### config.mk
export PLATFORM = sky130hd
export DESIGN_NAME = regfile_read_arbiter
export DESIGN_NICKNAME = d
export VERILOG_FILES = /design/src/rtl/regfile_read_arbiter.sv
export SDC_FILE = /design/constraint.sdc
export NUM_CORES = 1
export LEC_CHECK = 0
export ABC_AREA = 0
export BUFFER_PORTS_ARGS = -buffer_cell sky130_fd_sc_hd__buf_4
export CELL_PAD_IN_SITES_DETAIL_PLACEMENT = 1
export CELL_PAD_IN_SITES_GLOBAL_PLACEMENT = 2
export CORE_MARGIN = 3
export CORE_UTILIZATION = 27
export DETAILED_ROUTE_END_ITERATION = 12
export PLACE_DENSITY_LB_ADDON = 0.1
export SYNTH_ARGS = -nofsm -noshare
export SYNTH_HDL_FRONTEND = slang
export SYNTH_SLANG_ARGS = --single-unit
### constraint.sdc
create_clock -name clk_in -period 10.7 [get_ports clk_in]
set_clock_uncertainty 0.05 [all_clocks]
set_input_delay 1.07 -clock clk_in [delete_from_list [all_inputs] [get_ports clk_in]]
set_output_delay 1.07 -clock clk_in [all_outputs]
set_load 0.005 [all_outputs]
### src/rtl/regfile_read_arbiter.sv
`default_nettype none
// ============================================================================
// Module   : regfile_read_arbiter
// Purpose  : Shares the register file's two read ports among NUM_REQ units,
//            with registered responses and a commit bypass.
//            `ROUND_ROBIN_EN selects round-robin, otherwise fixed priority.
// Revision : 1.0 - initial release
// ============================================================================
module regfile_read_arbiter #(
  parameter int NUM_REQ   = 3,
  parameter int TAG_W     = 32,
  parameter int READY_TAG = 1000
) (
  input  logic                   clk_in,
  input  logic                   rst_in,
  input  logic                   rdy_in,
  input  logic                   clear,
  input  logic [NUM_REQ-1:0]     req_in,
  input  logic [5*NUM_REQ-1:0]   rs1_addr_in,
  input  logic [5*NUM_REQ-1:0]   rs2_addr_in,
  input  logic                   commit_we_in,
  input  logic [4:0]             commit_addr_in,
  input  logic [TAG_W-1:0]       commit_tag_in,
  input  logic [TAG_W-1:0]       commit_data_in,
  output logic                   rf_en1_out,
  output logic                   rf_en2_out,
  output logic [4:0]             rf_addr1_out,
  output logic [4:0]             rf_addr2_out,
  input  logic [TAG_W-1:0]       rf_status1_in,
  input  logic [TAG_W-1:0]       rf_status2_in,
  input  logic [TAG_W-1:0]       rf_data1_in,
  input  logic [TAG_W-1:0]       rf_data2_in,
  output logic [NUM_REQ-1:0]     rsp_valid_out,
  output logic [TAG_W-1:0]       rsp_status1_out,
  output logic [TAG_W-1:0]       rsp_status2_out,
  output logic [TAG_W-1:0]       rsp_data1_out,
  output logic [TAG_W-1:0]       rsp_data2_out
);

  localparam int                 c_idx_w     = (NUM_REQ > 1) ? $clog2(NUM_REQ) : 1;
  localparam logic [TAG_W-1:0]   c_ready_tag = TAG_W'(READY_TAG);
  localparam logic [NUM_REQ-1:0] c_one       = NUM_REQ'(1);

  logic [NUM_REQ-1:0] r_rsp_valid;
  logic [TAG_W-1:0]   r_status1, r_status2, r_data1, r_data2;
  logic [NUM_REQ-1:0] w_eligible;
  logic               w_found;
  logic               w_grant;
  logic [c_idx_w-1:0] w_winner;
  logic [4:0]         w_rs1, w_rs2;
  logic [TAG_W-1:0]   w_status1, w_status2, w_data1, w_data2;

  // The requester currently being answered is masked so it is not served twice.
  assign w_eligible = req_in & ~r_rsp_valid;

`ifdef ROUND_ROBIN_EN
  logic [c_idx_w-1:0] r_rr_ptr;
  logic [c_idx_w:0]   w_sum;

  always_comb begin
    w_found  = 1'b0;
    w_winner = '0;
    w_sum    = '0;
    for (int k = 0; k < NUM_REQ; k++) begin
      w_sum = {1'b0, r_rr_ptr} + (c_idx_w+1)'(k);
      if (w_sum >= (c_idx_w+1)'(NUM_REQ))
        w_sum = w_sum - (c_idx_w+1)'(NUM_REQ);
      if (!w_found && w_eligible[w_sum[c_idx_w-1:0]]) begin
        w_found  = 1'b1;
        w_winner = w_sum[c_idx_w-1:0];
      end
    end
  end

  always_ff @(posedge clk_in or posedge rst_in) begin
    if (rst_in)
      r_rr_ptr <= '0;
    else if (w_grant)
      r_rr_ptr <= (w_winner == c_idx_w'(NUM_REQ-1)) ? '0 : w_winner + c_idx_w'(1);
  end
`else
  always_comb begin
    w_found  = 1'b0;
    w_winner = '0;
    for (int k = 0; k < NUM_REQ; k++) begin
      if (!w_found && w_eligible[c_idx_w'(k)]) begin
        w_found  = 1'b1;
        w_winner = c_idx_w'(k);
      end
    end
  end
`endif

  assign w_grant = w_found && rdy_in && !clear && !rst_in;
  assign w_rs1   = rs1_addr_in[w_winner*5 +: 5];
  assign w_rs2   = rs2_addr_in[w_winner*5 +: 5];

  assign rf_en1_out   = w_grant;
  assign rf_en2_out   = w_grant;
  assign rf_addr1_out = w_grant ? w_rs1 : 5'd0;
  assign rf_addr2_out = w_grant ? w_rs2 : 5'd0;

  // x0 is hard-wired ready/zero; a matching commit supplies data, and clears
  // the pending status only if it is the producer the register file recorded.
  function automatic void resolve(
    input  logic [4:0]       addr,
    input  logic [TAG_W-1:0] rf_st,
    input  logic [TAG_W-1:0] rf_dt,
    output logic [TAG_W-1:0] st,
    output logic [TAG_W-1:0] dt
  );
    st = rf_st;
    dt = rf_dt;
    if (addr == 5'd0) begin
      st = c_ready_tag;
      dt = '0;
    end else if (commit_we_in && commit_addr_in == addr) begin
      dt = commit_data_in;
      if (commit_tag_in == rf_st)
        st = c_ready_tag;
    end
  endfunction

  always_comb begin
    resolve(w_rs1, rf_status1_in, rf_data1_in, w_status1, w_data1);
    resolve(w_rs2, rf_status2_in, rf_data2_in, w_status2, w_data2);
  end

  always_ff @(posedge clk_in or posedge rst_in) begin
    if (rst_in) begin
      r_rsp_valid <= '0;
      r_status1   <= '0;
      r_status2   <= '0;
      r_data1     <= '0;
      r_data2     <= '0;
    end else if (w_grant) begin
      r_rsp_valid <= c_one << w_winner;
      r_status1   <= w_status1;
      r_status2   <= w_status2;
      r_data1     <= w_data1;
      r_data2     <= w_data2;
    end else begin
      r_rsp_valid <= '0;
    end
  end

  assign rsp_valid_out   = r_rsp_valid;
  assign rsp_status1_out = r_status1;
  assign rsp_status2_out = r_status2;
  assign rsp_data1_out   = r_data1;
  assign rsp_data2_out   = r_data2;

endmodule
`default_nettype wire

After elaboration in Yosys (flattened, before gate mapping)
Cells that the tools add are included.
{"block": "word_totals", "out_inout_bits": 143, "register_bits": 131, "word_cells": 42, "inputBits": 235}
{"block": "op_classes", "n_reduce_logical": 11, "muxes": 16, "eq_ne": 4, "bitwise": 2, "shift": 3, "n_mul": 1}
{"op": "32-bit 2-to-1 mux", "n": 10}
{"op": "32-bit equality test", "n": 2}
{"op": "15-bit by 6-bit indexed part select with 5-bit output", "n": 2}
{"op": "5-bit equality test", "n": 2}
{"op": "5-bit zero test", "n": 2}
{"op": "5-bit 2-to-1 mux", "n": 2}
{"op": "1-bit logical AND", "n": 6}
{"op": "2-bit by 3-bit multiplier with 5-bit output (second input constant)", "n": 1}
{"op": "1-bit zero test", "n": 3}
{"op": "1-bit 2-to-1 mux", "n": 3}
{"op": "3-bit 2-to-1 mux", "n": 1}
{"op": "1-bit by 2-bit << shifter with 3-bit output (first input constant)", "n": 1}
{"op": "2-bit bitwise AND", "n": 1}
{"op": "2-bit inverter", "n": 1}

Longest topological paths before layout
{"block": "depth", "depth_word": 12, "ltp_mapped": 9, "depth_no_buf": 6}

Worst setup path before layout
No wires, ideal clock.
{"block": "synth_path", "kind": "input to output", "from": "in req_in[1]", "to": "out rf_addr1_out[0]", "t_arrival_ns": 2.266, "path_stages": 6, "setup_slack_ns": 7.314, "required_ns": 9.580, "path_buffers": 3, "path_cell_list": "and2b_2 > o211ai_1 > buf_2 > buf_2 > buf_1 > a21oi_1"}
{"block": "synth_between", "elab_chain_cells": 7, "elab_cells_between_ends": 10, "cone_classes": "mul (1); shift (1); mux (3); bitwise (1); reduce/logical (4)"}
{"item": "start: declaration", "line_no": "18", "rtl": "input logic [NUM_REQ-1:0] req_in,"}
{"item": "2-bit bitwise AND (*)", "line_no": "54", "rtl": "assign w_eligible = req_in & ~r_rsp_valid;"}
{"item": "1-bit logical AND (*)", "line_no": "86", "rtl": "if (!w_found && w_eligible[c_idx_w'(k)]) begin"}
{"item": "branches (longest 4 deep; another with 2-bit by 3-bit multiplier with 5-bit output)"}
{"item": "5-bit 2-to-1 mux (*)", "line_no": "100", "rtl": "assign rf_addr1_out = w_grant ? w_rs1 : 5'd0;"}
{"item": "end: declaration", "line_no": "27", "rtl": "output logic [4:0] rf_addr1_out,"}
Every way passes the cells marked *.

Worst setup path after layout
{"block": "layout_path", "from": "in req_in[1]", "to": "out rf_en2_out"}
{"block": "layout_between", "elab_chain_cells": 6}
{"item": "2-bit bitwise AND", "line_no": "54"}
{"item": "1-bit logical AND", "line_no": "86"}
{"item": "1-bit 2-to-1 mux", "line_no": "86"}
{"item": "1-bit logical AND (3 in a row)", "line_no": "94", "rtl": "assign w_grant = w_found && rdy_in && !clear && !rst_in;"}
{"item": "end: declaration", "line_no": "26", "rtl": "output logic rf_en2_out,"}
Every way passes these cells.

==> flow_summary.json <==
{
  "synth_area_mm2": 0.00685,
  "cts_tree": "done",
  "ys_types": 46,
  "path_class": "in2out",
  "fmax_mhz": 237,
  "drive_above_1_share": 0.416,
  "die_area_mm2": 0.0273,
  "synth_area_leaders": "dfrtp_1 (47%), xnor2_1 (8.8%), a22o_1 (6.6%)",
  "finalSetupViolations": 0,
  "synth_nets": 916,
  "p_sw_frac": 0.289,
  "fin_nets": 1259,
  "worst_skew_pair.late_latency_ns": 0.41,
  "yosysMostFrequentCell": "dfrtp_1",
  "ys_seq_area_frac": 0.475,
  "dieHeight_um": 165,
  "die_width_um": 165,
  "async_flop_share": 1.00,
  "p_leak_uw": 0.00501,
  "post-place-ws_ns": 6.37,
  "drt-pass1-iter-count": 4,
  "combPwrFrac": 0.271,
  "p_int_uw": 1180,
  "status": "finished, final reports clean",
  "fin_crit_sh": 0.394,
  "hold_violations": 0,
  "p_seq_frac": 0.385,
  "rows": 57,
  "rsz0062_at_grt": "no",
  "cts_buffers": 17,
  "ant_nets": 0,
  "clk_path_buf_depth": 2,
  "ys.flop_type": "dfrtp_1",
  "max_slew_margin": 0.396,
  "cts_setup_buffers": 0,
  "postSynthCellCount": 681,
  "first_global_vias": 6833,
  "ctsResizeCount": 0,
  "power_density_mw_per_mm2": 160,
  "overflow": 0,
  "gp_congestion": 0.757,
  "synth.largest_area_cell": "dfrtp_1",
  "grt_pass1_wl_um": 42500,
  "critPathRequiredTime_ns": 9.58,
  "tightest_slew_ns": 0.905,
  "hold_class": "reg2reg",
  "setup_tns_ns": 0,
  "ir_drop_v": 0.0000734,
  "start_util": 0.278,
  "dp_cells": 1329,
  "drt_iter0_drc": 289,
  "fin_cells": 1360,
  "drv_slew": 0,
  "power_uw": 1670,
  "root_buffer": "clkbuf_16",
  "synth_area_per_cell_um2": 10.1,
  "via_per_inst": 4.79,
  "antennaDiodeCount": 0,
  "cts_sinks": 130,
  "io_buffers": 365,
  "area_growth_pct": 51.7,
  "clockPowerShare": 0.344,
  "synth-edff-count": 0,
  "grt_max_degree": 67,
  "end_kind": "primary output",
  "htree_levels": 4,
  "fin_crit_ns": 4.22,
  "reg2reg_slack_ns": 7.26,
  "cap_violations": 0,
  "antenna_found_initial": 0,
  "yosysWarnings": 0,
  "postCtsHoldBufs": 0,
  "wire_per_inst_um": 21.1,
  "dp_hpwl_um": 21300,
  "drc": 0,
  "vias": 6518,
  "ios": 378,
  "crit_fanout": 63,
  "ys_ff_latch": 130,
  "finalWirelength_um": 28600,
  "core-area_mm2": 0.0246,
  "startpoint_type": "input pin",
  "yosysTopAreaCellShare": 0.475,
  "whs_ns": 0.437,
  "yosys-top-cells-count": "dfrtp_1 (130), nand2_1 (121), xnor2_1 (69)",
  "fillers": 2844,
  "arrival_ns": 3.10,
  "power.switching_uw": 481,
  "clk_pin_slew_ns": 0.05,
  "grt_usage": 0.205,
  "finalWorstSetupSlack_ns": 6.48
}
==> path summary, 6_finish.rpt <==
kind	from	endpoint	depth (start not counted)
worst max-delay path	req_in[1]	rf_en2_out	6
worst min register to register	rsp_data1_out[28]$_DFFE_PP0N_	rsp_data1_out[28]$_DFFE_PP0N_	2
worst min-delay path	rsp_data1_out[28]$_DFFE_PP0N_	rsp_data1_out[28]$_DFFE_PP0N_	2
max in group asynchronous	rst_in	rsp_status2_out[25]$_DFFE_PP0N_	3
worst max register to register	rsp_valid_out[1]$_DFF_PP0_	rsp_status1_out[26]$_DFFE_PP0N_	8
min in group asynchronous	rst_in	rsp_valid_out[0]$_DFF_PP0_	2
==> per-stage QoR <==
stage	util	instance area, µm²
after floorplan	-	6850
after global placement	0.399	9820
after detailed placement	0.399	9820
after CTS	0.422	10400
after global routing	0.422	10400
final	0.422	10400
==> state kept, by name, summed over array words and instances, names as in the netlist <==
| register | count |
|---|---|
| rsp_data1_out | 32 |
| rsp_data2_out | 32 |
| rsp_status1_out | 32 |
| rsp_status2_out | 32 |
| rsp_valid_out | 2 |
==> layer usage <==
metal / share of wire / vias to the layer above / GRT usage / routed length (µm)
met1: 0.41 / 3150 / 0.259 / 11800
met2: 0.49 / 230 / 0.341 / 14000
met3: 0.084 / 21 / 0.0629 / 2410
li1: - / 3117 / - / -
met4: 0.015 / 0 / 0.0557 / 422
met5: 0 / - / 0 / 0
==> power groups by stage <==
stage               combinational, µW  clock [µW]  sequential (µW)
global route                      499         613              654
floorplan                         158           0              653
finish                            451         574              641
CTS                               463         591              642
global placement                  458           0              646
detailed placement                461           0              649
==> cell families after synthesis <==
family / after synthesis / share of synthesized area
buf+inv: 68 / 0.0528
mux: 32 / 0.0468
xor+xnor: 69 / 0.0882
simple gates: 190 / 0.124
compound gates: 191 / 0.212
flops: 130 / 0.475
other cells: 1 / 0.000548
==> layout by cell type (no fill, tap or decap), types with 3 or more instances in the layout <==
cell type,synthesis,layout
nor2b_1,5,5
nor2_1,18,18
nand4_1,17,17
o21ai_1,31,31
o211ai_2,11,10
a21oi_1,23,23
o211ai_1,56,56
a22o_1,52,52
nand2_1,121,121
buf_4,6,373
o21ai_0,4,4
clkbuf_16,0,17
inv_1,17,16
mux2i_1,32,32
clkinv_2,0,4
clkinv_4,0,4
dfrtp_1,130,130
xnor2_1,69,69
nor4_1,4,4
nor3_1,3,3
nand3_1,6,5
==> critical path, stage by stage <==
cell and delay, ns:
buf_4 0.11, and2b_2 0.24, o211ai_1 0.22, buf_4 0.63, inv_1 0.52, buf_4 0.27
==> final cells by class <==
type	instances	area [µm²]	share of cell area
sequential	130	3250	0.313
clock inverter	13	139	0.0134
tap	324	405	0.0390
timing repair buffer	373	2800	0.270
multi-input combinational	483	3290	0.316
inverter	19	76.3	0.00735
clock buffer	18	429	0.0413
(Power assumes the default switching activity.)
